===== src/rtl/npc_pkg.sv =====
// rtl/npc_pkg.sv - shared pipeline types and constants
package npc_pkg;

  localparam int unsigned XLEN = 64;
  localparam logic [31:0] NOP_INST = 32'h0000_0013;

  typedef enum logic [1:0] {
    EMPTY = 2'd0,
    FULL  = 2'd1,
    SKID  = 2'd2
  } if_id_state_e;

endpackage


===== src/rtl/if_id_reg_if.sv =====
// rtl/if_id_reg_if.sv - fetch response handshake bundle
interface if_id_reg_if;

  logic                        valid;
  logic                        ready;
  logic [npc_pkg::XLEN-1:0]    pc;
  logic [31:0]                 inst;

  modport master (output valid, output pc, output inst, input ready);
  modport slave  (input valid, input pc, input inst, output ready);

endinterface


===== src/rtl/if_id_reg.sv =====
// rtl/if_id_reg.sv - IF/ID pipeline register with one-entry skid buffer
module if_id_reg
  import npc_pkg::*;
(
  input  logic              clk,
  input  logic              rst,
  if_id_reg_if.slave        ifu,
  input  logic              if_id_stall,
  input  logic              flush,
  output logic              id_valid,
  output logic [XLEN-1:0]   id_pc,
  output logic [31:0]       id_inst
);

  if_id_state_e    state_q, state_d;
  logic [XLEN-1:0] main_pc, skid_pc;
  logic [31:0]     main_inst, skid_inst;

  logic fire, adv;
  logic ld_main_ifu, ld_main_skid, ld_skid;

  // Ready depends on state alone so the fetch handshake never sees stall/flush.
  assign ifu.ready = (state_q != SKID);
  assign id_valid  = (state_q != EMPTY);
  assign id_pc     = main_pc;
  assign id_inst   = id_valid ? main_inst : NOP_INST;

  assign fire = ifu.valid && ifu.ready;
  assign adv  = id_valid && !if_id_stall;

  always_comb begin
    state_d      = state_q;
    ld_main_ifu  = 1'b0;
    ld_main_skid = 1'b0;
    ld_skid      = 1'b0;
    if (flush) begin
      state_d = EMPTY;
    end else begin
      case (state_q)
        EMPTY: begin
          if (fire) begin
            state_d     = FULL;
            ld_main_ifu = 1'b1;
          end
        end
        FULL: begin
          if (adv && fire) begin
            ld_main_ifu = 1'b1;
          end else if (adv) begin
            state_d = EMPTY;
          end else if (fire) begin
            state_d = SKID;
            ld_skid = 1'b1;
          end
        end
        SKID: begin
          if (adv) begin
            state_d      = FULL;
            ld_main_skid = 1'b1;
          end
        end
        default: state_d = EMPTY;
      endcase
    end
  end

  always_ff @(posedge clk) begin
    if (rst) begin
      state_q   <= EMPTY;
      main_pc   <= '0;
      main_inst <= NOP_INST;
      skid_pc   <= '0;
      skid_inst <= NOP_INST;
    end else begin
      state_q <= state_d;
      if (ld_main_ifu) begin
        main_pc   <= ifu.pc;
        main_inst <= ifu.inst;
      end else if (ld_main_skid) begin
        main_pc   <= skid_pc;
        main_inst <= skid_inst;
      end
      if (ld_skid) begin
        skid_pc   <= ifu.pc;
        skid_inst <= ifu.inst;
      end
    end
  end

endmodule


===== src/flat_wrapper.sv =====
// flat-port wrapper written by rule: the top's interface ports become plain ports
module if_id_reg_flat import npc_pkg::*;
  (clk, rst, if_id_stall, flush, id_valid, id_pc, id_inst, ifu_valid, ifu_pc, ifu_inst, ifu_ready);
  if_id_reg_if ifu_i ();
  input  logic clk;
  input  logic rst;
  input  logic if_id_stall;
  input  logic flush;
  output logic id_valid;
  output logic [XLEN-1:0] id_pc;
  output logic [31:0] id_inst;
  input wire logic [$bits(ifu_i.valid)-1:0] ifu_valid;
  input wire logic [$bits(ifu_i.pc)-1:0] ifu_pc;
  input wire logic [$bits(ifu_i.inst)-1:0] ifu_inst;
  output wire logic [$bits(ifu_i.ready)-1:0] ifu_ready;
  assign ifu_i.valid = ifu_valid;
  assign ifu_i.pc = ifu_pc;
  assign ifu_i.inst = ifu_inst;
  assign ifu_ready = ifu_i.ready;
  if_id_reg u_core (.clk(clk), .rst(rst), .ifu(ifu_i), .if_id_stall(if_id_stall), .flush(flush), .id_valid(id_valid), .id_pc(id_pc), .id_inst(id_inst));
endmodule

===== config.mk =====
export PLATFORM = sky130hd
export DESIGN_NAME = if_id_reg_flat
export DESIGN_NICKNAME = d
export VERILOG_FILES = /design/src/rtl/npc_pkg.sv /design/src/rtl/if_id_reg_if.sv /design/src/rtl/if_id_reg.sv /design/src/flat_wrapper.sv
export SDC_FILE = /design/constraint.sdc
export NUM_CORES = 1
export LEC_CHECK = 0
export ABC_AREA = 1
export CAP_MARGIN = 20
export CORE_MARGIN = 2
export CORE_UTILIZATION = 25
export CTS_CLUSTER_SIZE = 28
export DETAILED_ROUTE_END_ITERATION = 10
export MAX_ROUTING_LAYER = met4
export PLACE_DENSITY = 0.47
export REMOVE_ABC_BUFFERS = 1
export SKIP_CTS_REPAIR_TIMING = 1
export SYNTH_ARGS = -nofsm -noshare
export SYNTH_HDL_FRONTEND = slang
export SYNTH_SLANG_ARGS = --single-unit
export TNS_END_PERCENT = 1

===== constraint.sdc =====
create_clock -name clk -period 3.7 [get_ports clk]
set_input_delay 0.74 -clock clk [delete_from_list [all_inputs] [get_ports clk]]
set_output_delay 0.74 -clock clk [all_outputs]
set_load 0.01 [all_outputs]

==> out/results.ini <==
[layout]
seq_area_um2=3880
fin_nets=1546
fillers=3771
multi_input_area_um2=3970
final_layout_size_suffix_gt1_share_pct=4.80
area_growth_pct=33.8
final_core_util_pct=33.8

[setup_path]
cp_max_fo=20
critPathSlowestCell=clkdlybuf4s50_1
crit_chain=nor2_4, buf_4, nor2_1, clkdlybuf4s50_1
critPathKind=flop to primary output
crit_arrival_ps=2140
cp_top_family=buffers and inverters
worstSetupEndpointType=primary output
critPathMaxStageDelay_ps=490
critPathLaunchType=flop
crit_buf_inv=2
worstPathRequired_ps=2960

[floorplanning]
start_util_pct=25.3
die_h_um=190
io_pins=199
coreArea_um2=34400
dieArea_um2=36200
dieWidth_um=190
row_count=68

[place]
place_congestion=0.738
port_buffers=198
post-dp-hpwl_um=17200

[clock_network]
cts_sinks=194
cts_tree=done
clockBufferDepth=2
h-tree-depth=4
clk_latency_ps=460
cts-buffers-inserted=17
clock-root-buffer=clkbuf_16
clk_pin_slew_worst_paths_ps=70

[synth]
synth.distinct_cells=18
avgSynthCellArea_um2=6.63
synth_xor_area_share_pct=0
synthTopCellsByArea=dfxtp_1 (45%), nor2_1 (21%), nand4_1 (7.0%)
synth-compound-area-share_pct=5.56
ys_ff_latch=194
yosysWarningCount=0
synth_top_area_share_pct=44.7
synth_mux_area_share_pct=0
synth_top_family_by_area=simple AND/OR/NAND/NOR gates
yosys.area_share.adder_pct=0
syn-cell-area_um2=8680
synthesis.instances=1309
yosys.area.top_type=dfxtp_1
yosys.area_share.simple_pct=39.7
synth_sequential_area_ratio_pct=44.7

[outcome]
outcome=completed

[detailed_routing]
drt_iter0_markers=471
totalWireLength_um=29500
dr_total_vias=8630
via_per_inst=4.51
detail_route.first_pass.iterations=5
drc_errors=0
post_drt_wl_per_cell_um=15.4
ant_nets=0

[sta]
clock.fmax_mhz=347
fin_crit_ps=2880
report.final.slew_viol_count=0
setup_viol=0
slew_headroom_pct=37.7
worst_pin_slew_ps=935
grt_setup_unrepaired=no
hold_viol_final=0
skew_ps=13.4
finalCritPeriodShare_pct=78.0

[power_and_ir_drop]
p_seq_share_pct=47.5
max-vdd-ir-drop_mv=0.296
p_switching_mw=1.28
p_total_mw=4.60
power.internal_mw=3.32
switching_share_pct=27.8
comb_power_share_pct=12.9
pwr-share-clk_pct=39.5
leakage_nw=4.57
cellPowerDensity_nw_per_um2=396

[grt]
antenna_found_initial=0
grt_max_degree=97
grt_usage_pct=16.9
grt_pass1_wl_um=46700
grt_overflow=0
grt_pass1_vias=8431

[flow_run]
drv_cap=0

[min_path]
hp-class=flop to flop

## sequential cells by signal, summed over array words and instances (netlist names)
signal / flops
u_core.skid_pc: 64
u_core.skid_inst: 32
u_core.id_pc: 64
u_core.state_q: 2
u_core.main_inst: 32
## per-stage QoR
stage	area (um2)	setup WS (ps)	hold slack, ps	cells	setup TNS (ps)
after floorplan	8210	-2420	443	1206	-318140
after global placement	11000	810	455	1880	0
after detailed placement	11000	790	465	1880	0
after CTS	11600	761	484	1912	0
after global routing	11600	696	505	1913	0
final	11600	816	481	1914	0
## metal layers
layer / GRT usage (%) / wire length (um) / vias up
li1: - / - / 4421
met1: 20.7 / 13800 / 3979
met2: 28.3 / 14000 / 211
met3: 3.20 / 1420 / 19
met4: 4.50 / 372 / 0
met5: - / 0 / -
## area by class of cell
type / instances / share of cell area [%]
inverters: 104 / 3.40
well taps: 455 / 4.90
diodes: 1 / 0.0215
clock inverters: 14 / 1.03
flip-flops and latches: 194 / 33.4
clock buffers: 18 / 3.78
multi-input cells: 908 / 34.2
repair buffers: 220 / 19.3
## synth_stat cells (all sizes together)
cell type and n:
dfxtp 194, nand4 97, inv 104, o21ai 95, nand2 109, clkbuf 63, nand3 104, nor2 499
or2 3, buf 40, a21boi 1
## power groups by stage
stage	logic [mW]	registers, mW	clock network, mW
2_1_floorplan	0.242	2.24	0
3_3_place_gp	0.596	2.23	0
3_5_place_dp	0.598	2.24	0
4_1_cts	0.602	2.19	1.89
5_1_grt	0.661	2.19	1.97
6_report	0.594	2.19	1.82
## worst min-delay path, cell delays in order, from the launching register on
cell     delay, ps
dfxtp_1        340
nand2_1         50
nand3_1         60
## path summary, 6_finish.rpt
kind                                    start                                to  slack [ps]  depth (start not counted)
min reg2reg  u_core.skid_inst[1]$_SDFFE_PP1P_  u_core.skid_inst[1]$_SDFFE_PP1P_         480                          2
max reg2reg    u_core.state_q[1]$_SDFFE_PP0P_   u_core.skid_pc[38]$_SDFFE_PP0P_        1780                          7
min          u_core.skid_inst[1]$_SDFFE_PP1P_  u_core.skid_inst[1]$_SDFFE_PP1P_         480                          2
max            u_core.state_q[0]$_SDFFE_PP0P_                        id_inst[9]         820                          4
## kinds of logic after synthesis
group | count (synthesis)
DFF | 194
buffers and inverters | 207
and+or+nand+nor | 812
AOI/OAI and AO/OA | 96
## cells in the final DEF, fill, tap and decap left out
cell	netlist	layout
a21boi_0	1	1
buf_12	0	6
buf_16	0	1
buf_4	8	16
clkbuf_16	0	17
clkbuf_8	0	1
clkdlybuf4s50_1	0	197
clkinv_2	0	4
clkinv_4	0	4
dfxtp_1	194	194
diode_2	0	1
inv_1	101	99
inv_2	3	2
inv_4	0	1
inv_6	0	6
inv_8	0	2
nand2_1	109	107
nand2_4	0	2
nand3_1	103	103
nand3_4	0	1
nand4_1	97	97
nor2_1	497	495
nor2_4	2	4
o21ai_0	88	88
o21ai_1	7	7
or2_2	3	3
No activity file was read; power rests on OpenSTA's default activity.
